**src/rtl/mp_add_pkg.sv**
```systemverilog
// rtl/mp_add_pkg.sv - shared constants and types for the multi-precision add sequencer
package mp_add_pkg;

    localparam int SLICE_W   = 64;
    localparam int MAX_LIMBS = 8;
    localparam int IDX_W     = $clog2(MAX_LIMBS);

    typedef enum logic [1:0] {
        IDLE = 2'd0,
        RUN  = 2'd1,
        DONE = 2'd2
    } state_t;

endpackage

```
**src/rtl/add64_slice.sv**
```systemverilog
// rtl/add64_slice.sv - combinational 64-bit carry-lookahead adder slice
module add64_slice
    import mp_add_pkg::*;
(
    input  logic [SLICE_W-1:0] a,
    input  logic [SLICE_W-1:0] b,
    input  logic               cin,
    output logic [SLICE_W-1:0] sum,
    output logic               cout
);

    localparam int NG = SLICE_W / 4;

    logic [SLICE_W-1:0] g;
    logic [SLICE_W-1:0] p;
    logic [SLICE_W-1:0] c;
    logic [NG:0]        c_grp;
    logic [NG-1:0]      gg;
    logic [NG-1:0]      gp;

    // 4-bit lookahead groups; each group's carry-out feeds the next group
    always_comb begin
        g     = a & b;
        p     = a ^ b;
        c     = '0;
        c_grp = '0;
        gg    = '0;
        gp    = '0;
        c_grp[0] = cin;
        for (int k = 0; k < NG; k++) begin
            c[4*k]   = c_grp[k];
            c[4*k+1] = g[4*k] | (p[4*k] & c_grp[k]);
            c[4*k+2] = g[4*k+1] | (p[4*k+1] & g[4*k])
                     | (p[4*k+1] & p[4*k] & c_grp[k]);
            c[4*k+3] = g[4*k+2] | (p[4*k+2] & g[4*k+1])
                     | (p[4*k+2] & p[4*k+1] & g[4*k])
                     | (p[4*k+2] & p[4*k+1] & p[4*k] & c_grp[k]);
            gg[k] = g[4*k+3] | (p[4*k+3] & g[4*k+2])
                  | (p[4*k+3] & p[4*k+2] & g[4*k+1])
                  | (p[4*k+3] & p[4*k+2] & p[4*k+1] & g[4*k]);
            gp[k] = &p[4*k +: 4];
            c_grp[k+1] = gg[k] | (gp[k] & c_grp[k]);
        end
    end

    assign sum  = p ^ c;
    assign cout = c_grp[NG];

endmodule

```
**src/rtl/mp_add_sequencer.sv**
```systemverilog
// rtl/mp_add_sequencer.sv - multi-limb add/subtract using one shared 64-bit slice
module mp_add_sequencer #(
    parameter int LIMBS = 4
) (
    input  logic                  clk,
    input  logic                  rst,
    input  logic                  in_valid,
    output logic                  in_ready,
    input  logic                  op_sub,
    input  logic [64*LIMBS-1:0]   a,
    input  logic [64*LIMBS-1:0]   b,
    output logic                  out_valid,
    input  logic                  out_ready,
    output logic [64*LIMBS-1:0]   sum,
    output logic                  cout,
    output logic                  ovf
);

    import mp_add_pkg::*;

    localparam int                W        = SLICE_W * LIMBS;
    localparam logic [IDX_W-1:0]  LAST_IDX = IDX_W'(LIMBS - 1);

    state_t             state_q, state_d;
    logic [IDX_W-1:0]   idx_q, idx_d;
    logic               carry_q, carry_d;
    logic               op_q, op_d;
    logic [W-1:0]       a_q, a_d;
    logic [W-1:0]       b_q, b_d;
    logic [W-1:0]       sum_q, sum_d;
    logic               cout_q, cout_d;
    logic               ovf_q, ovf_d;

    logic [SLICE_W-1:0] slice_a;
    logic [SLICE_W-1:0] b_raw;
    logic [SLICE_W-1:0] slice_b;
    logic [SLICE_W-1:0] slice_sum;
    logic               slice_cout;

    // Pick the current limb of each captured operand; subtract inverts b and relies on carry-in = 1
    always_comb begin
        slice_a = '0;
        b_raw   = '0;
        for (int i = 0; i < LIMBS; i++) begin
            if (idx_q == IDX_W'(i)) begin
                slice_a = a_q[i*SLICE_W +: SLICE_W];
                b_raw   = b_q[i*SLICE_W +: SLICE_W];
            end
        end
        slice_b = b_raw ^ {SLICE_W{op_q}};
    end

    add64_slice u_slice (
        .a    (slice_a),
        .b    (slice_b),
        .cin  (carry_q),
        .sum  (slice_sum),
        .cout (slice_cout)
    );

    // Next-state and datapath updates; handshake outputs decode directly from state
    always_comb begin
        state_d   = state_q;
        idx_d     = idx_q;
        carry_d   = carry_q;
        op_d      = op_q;
        a_d       = a_q;
        b_d       = b_q;
        sum_d     = sum_q;
        cout_d    = cout_q;
        ovf_d     = ovf_q;
        in_ready  = 1'b0;
        out_valid = 1'b0;

        case (state_q)
            IDLE: begin
                in_ready = 1'b1;
                if (in_valid) begin
                    a_d     = a;
                    b_d     = b;
                    op_d    = op_sub;
                    carry_d = op_sub;
                    idx_d   = '0;
                    state_d = RUN;
                end
            end
            RUN: begin
                for (int i = 0; i < LIMBS; i++) begin
                    if (idx_q == IDX_W'(i)) begin
                        sum_d[i*SLICE_W +: SLICE_W] = slice_sum;
                    end
                end
                carry_d = slice_cout;
                if (idx_q == LAST_IDX) begin
                    // Index parks on the last limb so it never wraps into a second pass
                    state_d = DONE;
                    cout_d  = slice_cout;
                    ovf_d   = (slice_a[SLICE_W-1] == slice_b[SLICE_W-1])
                            && (slice_sum[SLICE_W-1] != slice_a[SLICE_W-1]);
                end else begin
                    idx_d = idx_q + 1'b1;
                end
            end
            DONE: begin
                out_valid = 1'b1;
                if (out_ready) begin
                    state_d = IDLE;
                end
            end
            default: begin
                state_d = IDLE;
            end
        endcase
    end

    // State and datapath registers; reset discards any operation in flight
    always_ff @(posedge clk) begin
        if (rst) begin
            state_q <= IDLE;
            idx_q   <= '0;
            carry_q <= 1'b0;
            op_q    <= 1'b0;
            a_q     <= '0;
            b_q     <= '0;
            sum_q   <= '0;
            cout_q  <= 1'b0;
            ovf_q   <= 1'b0;
        end else begin
            state_q <= state_d;
            idx_q   <= idx_d;
            carry_q <= carry_d;
            op_q    <= op_d;
            a_q     <= a_d;
            b_q     <= b_d;
            sum_q   <= sum_d;
            cout_q  <= cout_d;
            ovf_q   <= ovf_d;
        end
    end

    assign sum  = sum_q;
    assign cout = cout_q;
    assign ovf  = ovf_q;

endmodule

```
**config.mk**
```make
export PLATFORM = sky130hd
export DESIGN_NAME = mp_add_sequencer
export DESIGN_NICKNAME = d
export VERILOG_FILES = /design/src/rtl/mp_add_pkg.sv /design/src/rtl/add64_slice.sv /design/src/rtl/mp_add_sequencer.sv
export SDC_FILE = /design/constraint.sdc
export NUM_CORES = 2
export LEC_CHECK = 0
export ABC_AREA = 1
export BUFFER_PORTS_ARGS = -buffer_cell sky130_fd_sc_hd__buf_2
export CAP_MARGIN = 20
export CORE_AREA = 2 2 302 304
export CTS_CLUSTER_SIZE = 8
export DETAILED_ROUTE_END_ITERATION = 7
export DIE_AREA = 0 0 304 306
export GPL_TIMING_DRIVEN = 0
export SETUP_SLACK_MARGIN = 0.02
export SYNTH_ARGS = -nofsm -noshare
export SYNTH_HDL_FRONTEND = slang
export SYNTH_SLANG_ARGS = --single-unit
```
**constraint.sdc**
```tcl
create_clock -name clk -period 5.33 [get_ports clk]
set_input_delay 0.533 -clock clk [delete_from_list [all_inputs] [get_ports clk]]
set_output_delay 0.533 -clock clk [all_outputs]
set_load 0.01 [all_outputs]
```
After elaboration in Yosys (flattened, before gate mapping):

Index checks and enable logic that the tools add are counted.
W data, S select, Z words.

* bits in registers: 777
* latch bits: 0
* RAM bits: 0
* ROM bits: 0
* input bits: 517
* output and inout bits: 260
* logic and storage cells: 475
* memories kept: 0

* add/sub/neg operators: 1
* multiply operators: 0
* divide/modulo/power cells: 0
* magnitude comparators: 0
* equal/unequal tests: 11
* shifts and indexed selects: 0
* multiplexer cells: 19
* bitwise logic cells: 404
* reductions and logical operators: 28

Operator list (count)
* $mux W64: 8
* $and A1 B1 Y1: 240
* $xor A64 B64 Y64: 3
* $or A1 B1 Y1: 160
* $and A64 B64 Y64: 1
* $reduce_and A4 Y1: 16
* $reduce_and A2 Y1: 6
* $ne A2 B2 Y1 const B: 4
* $eq A3 B2 Y1 const B: 2
* $mux W2: 3
* $mux W3: 2
* $pmux W2 S3: 1
* $pmux W3 S2: 1
* $reduce_and A3 Y1: 2
* $add A3 B1 Y3 const B: 1
* $eq A3 B1 Y1 const B: 1
* $logic_not A3 Y1: 1
* $mux W1: 3
* $eq A2 B1 Y1 const B: 1
* $eq A2 B2 Y1 const B: 1
* $logic_not A2 Y1: 1
* $pmux W1 S2: 1
* $reduce_bool A2 Y1: 1
* $eq A1 B1 Y1: 1
* other kinds (2): 2

Longest topological paths before layout:

* depth in word-level cells: 45
* gate-level depth with buffers: 50
* mapped depth without buffers: 48

Modules after synthesis:

Synthesis repeated with hierarchy kept, for this count alone.

* cells, all modules: 4680
* area, all modules: 33888.8 um2

By module, submodules not included
* mp_add_sequencer: instances 1, cells each 4340, area each 31222.4 um2, seq. area each 15554.9 um2
* add64_slice: instances 1, cells each 340, area each 2666.3 um2, seq. area each 0.0 um2

Worst setup path before layout:

OpenSTA, ideal clock, no wires.

* path kind: register -> register
* start: reg idx_q[0]
* end: reg sum_q[61], in the netlist sum[61]
* data arrival time: 4.752 ns
* required time: 5.198 ns
* setup slack: 0.445 ns
* cell stages (with the launch flop): 48
* path buffers: 3
* clock period less this slack: 4.885 ns
* cell sequence: dfxtp_1 -> inv_1 -> ha_1 -> nand2_1 -> clkbuf_1 -> buf_1 -> buf_1 -> nand3_1 -> o21ai_0 -> o21ai_0 -> ha_1 -> nand2_1 -> nand2_1 -> nand3_1 -> nand2_1 -> nand2_1 -> nand2_1 -> nand2_1 -> [... 12 more ...] -> nand2_1 -> nand2_1 -> nand2_1 -> nand2_1 -> nand2_1 -> nand2_1 -> nand2_1 -> nand2_1 -> nand2_2 -> nand2_2 -> nand2_4 -> nand2_2 -> nand2_4 -> inv_1 -> fa_1 -> xnor2_1 -> inv_1 -> a21oi_1

* word-level cells in the longest chain between the ends: 43

RTL lines
* from (decl): line mp_add_sequencer.sv:25 `logic [IDX_W-1:0] idx_q, idx_d;`
* from (signal assigned): line mp_add_sequencer.sv:130 `idx_q <= idx_d;`
* $logic_not A3 Y1: line mp_add_sequencer.sv:45, mp_add_sequencer.sv:89
* $mux W64 (4 in series): line mp_add_sequencer.sv:45 `if (idx_q == IDX_W'(i)) begin`
* $xor A64 B64 Y64: line mp_add_sequencer.sv:50 `slice_b = b_raw ^ {SLICE_W{op_q}};`
* $xor A64 B64 Y64 / $and A64 B64 Y64 (equally long branches): line add64_slice.sv:24, add64_slice.sv:23
* $and A1 B1 Y1 (on tied branches): line add64_slice.sv:38, add64_slice.sv:39, add64_slice.sv:40
* $or A1 B1 Y1, or another cell as far along: line add64_slice.sv:38 `gg[k] = g[4*k+3] | (p[4*k+3] & g[4*k+2])`
* $or A1 B1 Y1 / $and A1 B1 Y1 (equally long branches): line add64_slice.sv:39, add64_slice.sv:40
* $or A1 B1 Y1: line add64_slice.sv:40 `| (p[4*k+3] & p[4*k+2] & p[4*k+1] & g[4*k]);`
* [... 24 more ...]
* $or A1 B1 Y1: line add64_slice.sv:42 `c_grp[k+1] = gg[k] | (gp[k] & c_grp[k]);`
* $and A1 B1 Y1: line add64_slice.sv:42
* $or A1 B1 Y1: line add64_slice.sv:42
* $and A1 B1 Y1: line add64_slice.sv:42
* $or A1 B1 Y1: line add64_slice.sv:42
* $and A1 B1 Y1: line add64_slice.sv:32 `c[4*k+1] = g[4*k] | (p[4*k] & c_grp[k]);`
* $or A1 B1 Y1: line add64_slice.sv:32
* $xor A64 B64 Y64: line add64_slice.sv:46 `assign sum = p ^ c;`
* to (signal assigned): line mp_add_sequencer.sv:135 `sum_q <= sum_d;`
* to (decl): line mp_add_sequencer.sv:30 `logic [W-1:0] sum_q, sum_d;`

Several ways; a longest one is shown, not always the timed one.
A chain may end at the register's enable or synchronous reset.

Worst setup path in the final report:

Same ends and word-level chain as after synthesis.

==> flow_summary_export.csv <==
group,metric,value,unit
worst_setup_path,crit_family,"simple AND/OR/NAND/NOR gates",
clock_tree,htreeDepth,3,
floorplanning,num_rows,110,
min_path,holdPathStages,3,
logic_synthesis,synthCells,4684,
route,via_per_inst,5.33,
timing,tns,0,ns
global_route,grt_pass1_wl,229,mm
floorplanning,core-area,89600,sq um
pwr,power_density,380,nW/um^2
timing,fin_skew,0.0492,ns
clock_tree,cts_buffer_depth,3,
placement,place_ws,-2.77,ns
global_route,grt_max_degree,17,
timing,finalHoldViolations,0,
placement,place_hpwl,131,mm
timing,rsz0062_at_grt,"true",
placement,place.gp.congestion,0.937,
clock_tree,clock-sinks,777,
global_route,grt_pass1_vias,34500,
logic_synthesis,synth_area,33800,sq um
global_route,antenna_found_initial,16,
route,vias,36300,
clock_tree,clockRootBuffer,"clkbuf_16",
worst_setup_path,critPathArrivalTime,5.82,ns
timing,slew_viol_final,0,
clock_tree,hold_buffers,0,
timing,fmax,192,MHz
worst_setup_path,cpMostUsedCell,"nand2_2",
floorplanning,die_h,306,um
pwr,finalPower,0.0166,W
clock_tree,cts_tree,"done",
worst_setup_path,cp_num_buf_inv,4,
worst_setup_path,crit_path_max_incr_delay,0.40,ns
floorplanning,dieArea,93000,sq um
worst_setup_path,cp_slowest_cell,"fa_2",
route,ant_nets,0,
logic_synthesis,synth_area_leaders,"dfxtp_1 (46%), nor2_1 (14%), o21ai_0 (14%), a21oi_1 (3.8%), clkbuf_1 (3.6%)",
placement,placedCellCount,6640,
logic_synthesis,ys_seq_area_share,46.0,%
logic_synthesis,yosys_register_bits,777,
cells_and_area,areaGrowthSynthToFinish,29.6,%
global_route,grt.total_usage,33.6,%
timing,finalCritPeriodShare,97.7,%
worst_setup_path,cp_max_fo,10,
placement,place_area,39200,sq um
logic_synthesis,yosysWarnings,0,
worst_setup_path,cp.depth,44,
cells_and_area,nNetsFinal,6219,
route,first_iter_violations,3325,
timing,worst_pin_slew,1.27,ns
pwr,irDropWorstVdd,0.227,mV
pwr,pwr-share-clk,37.1,%
timing,fin_ws,0.124,ns
clock_tree,clk_pin_slew,0.06,ns
floorplanning,start_util,37.7,%
placement,port_buffers,775,
clock_tree,clk_latency,0.69,ns
pwr,power_frac_seq,38.9,%
pwr,power_frac_comb,24.0,%
status,outcome,"finished, final reports clean",
worst_setup_path,regToRegSetupSlack,0.12,ns
cells_and_area,drive_gt1_share,21.4,%
worst_setup_path,crit_type,"reg2reg",
logic_synthesis,synth_fp_nets,5286,
logic_synthesis,synth_top_area_share,46.0,%
floorplanning,die_w,304,um
route,wirelength,162,mm
logic_synthesis,synth_top_area_cell,"dfxtp_1",
timing,setup_violations,0,
worst_setup_path,critical_path.endpoint_type,"flop",
cells_and_area,fin_cells,6807,
worst_setup_path,critPathLaunchType,"flop",
timing,finalCriticalPeriod,5.21,ns
floorplanning,ios,777,
worst_setup_path,crit_required,5.95,ns
route,drc,0,
pwr,p_leak,20.9,nW
route,drtPass1Iterations,7,
pwr,p_switching,0.00557,W
min_path,holdCritPathClass,"in2reg",
pwr,internal-power,0.0111,W
pwr,switching_share,33.5,%
logic_synthesis,avgSynthCellArea,7.22,sq um
clock_tree,cts_buffers,107,
route,wl_per_cell,23.8,um
logic_synthesis,synth_cell_types,33,
timing,relSlewSlack,15.0,%
global_route,gr-total-overflow,0,
flow_run,cap_violations,0,
worst_setup_path,worst_r2r_path_depth,44,
cells_and_area,fin_area,43800,sq um
per-stage QoR:
step / util (%) / hold WS (ns)
floorplan: - / 0.425
finish: 48.9 / 0.0971
CTS: 48.1 / 0.0603
detailed placement: 43.8 / 0.442
global route: 48.9 / 0.0962
global placement: 43.7 / 0.436
cells by family (layout without fill, tap and decap cells):
kind of cell / count (synthesis) / in the layout / synth area share [%]
buf+inv: 609 / 1551 / 6.78
other cells: 0 / 5 / 0
compound gates: 1291 / 1291 / 19.6
fa+ha+maj: 85 / 85 / 3.50
simple gates: 1814 / 1814 / 21.2
xor+xnor: 108 / 108 / 2.87
flops: 777 / 777 / 46.0
final cells by class:
cell class / instances / area, sq um
flip-flops and latches: 777 / 15600
plain buffers: 351 / 1740
multi-input cells: 3298 / 16800
clock buffers: 111 / 2720
repair buffers: 828 / 4350
fillers: 9270 / 45800
clock inverters: 7 / 158
diodes: 5 / 12.5
well taps: 1176 / 1470
inverters: 254 / 982
flip-flops by register name, summed over array words and instances, names as in the netlist:
name and cells:
sum 256, op_q 1, a_q 256, carry_q 1, state_q 2, b_q 256, cout 1, ovf 1
idx_q 3
metal layers:
layer / share of wire [%] / global-route usage (%)
met1: 41 / 41.8
met2: 47 / 56.6
met3: 7.0 / 5.50
met4: 5.2 / 16.2
met5: 0.043 / 0
worst paths after layout:
| check | to | startpoint |
|---|---|---|
| max | sum[61]$_SDFFE_PP0P_ | idx_q[0]$_SDFFE_PP0P_ |
| min | b_q[86]$_SDFFE_PP0P_ | b[86] |
| max reg2reg | sum[61]$_SDFFE_PP0P_ | idx_q[0]$_SDFFE_PP0P_ |
| min reg2reg | a_q[152]$_SDFFE_PP0P_ | a_q[152]$_SDFFE_PP0P_ |
cells in the mapped netlist, drive strengths merged:
library cell / instances
inv: 252
o211ai: 4
a22oi: 1
xor2: 80
nor2: 1277
nand2: 303
nand3: 233
xnor2: 28
a21oi: 264
clkbuf: 327
and3: 1
o22ai: 16
a211oi: 3
a31oi: 14
fa: 16
buf: 28
dfxtp: 777
o21ai: 958
o21a: 3
ha: 69
clkinv: 2
o21bai: 28
worst min-delay path, delay by kind of cell:
family | cells | cell delay (ns)
simple gates | 1 | 0.08
compound gates | 1 | 0.07
buf+inv | 1 | 0.07
cells in the final DEF, fill, tap and decap left out, types with 55 or more instances in the layout:
cell / n
a21oi_1: 222
buf_2: 782
clkbuf_1: 276
clkbuf_16: 115
dfxtp_1: 775
ha_1: 58
inv_1: 238
nand2_1: 258
nand3_1: 223
nor2_1: 1268
o21ai_0: 913
xor2_1: 55
repair_timing:
action | 4_1_cts | 5_1_grt
pin swaps | 27 | 55
endpoints found under the setup margin | 251 | 99
buffers inserted | 31 | 16
resized for setup | 228 | 171
cloned | 0 | 2
power by group through the flow:
stage | logic [W] | registers [W] | clock network (W)
3_5_place_dp | 0.00357 | 0.00657 | 0
5_1_grt | 0.00424 | 0.00650 | 0.00645
2_1_floorplan | 0.00181 | 0.00655 | 0
6_report | 0.00399 | 0.00647 | 0.00617
3_3_place_gp | 0.00352 | 0.00656 | 0
4_1_cts | 0.00377 | 0.00646 | 0.00622
Note: power is estimated with default switching activity, not from simulation.
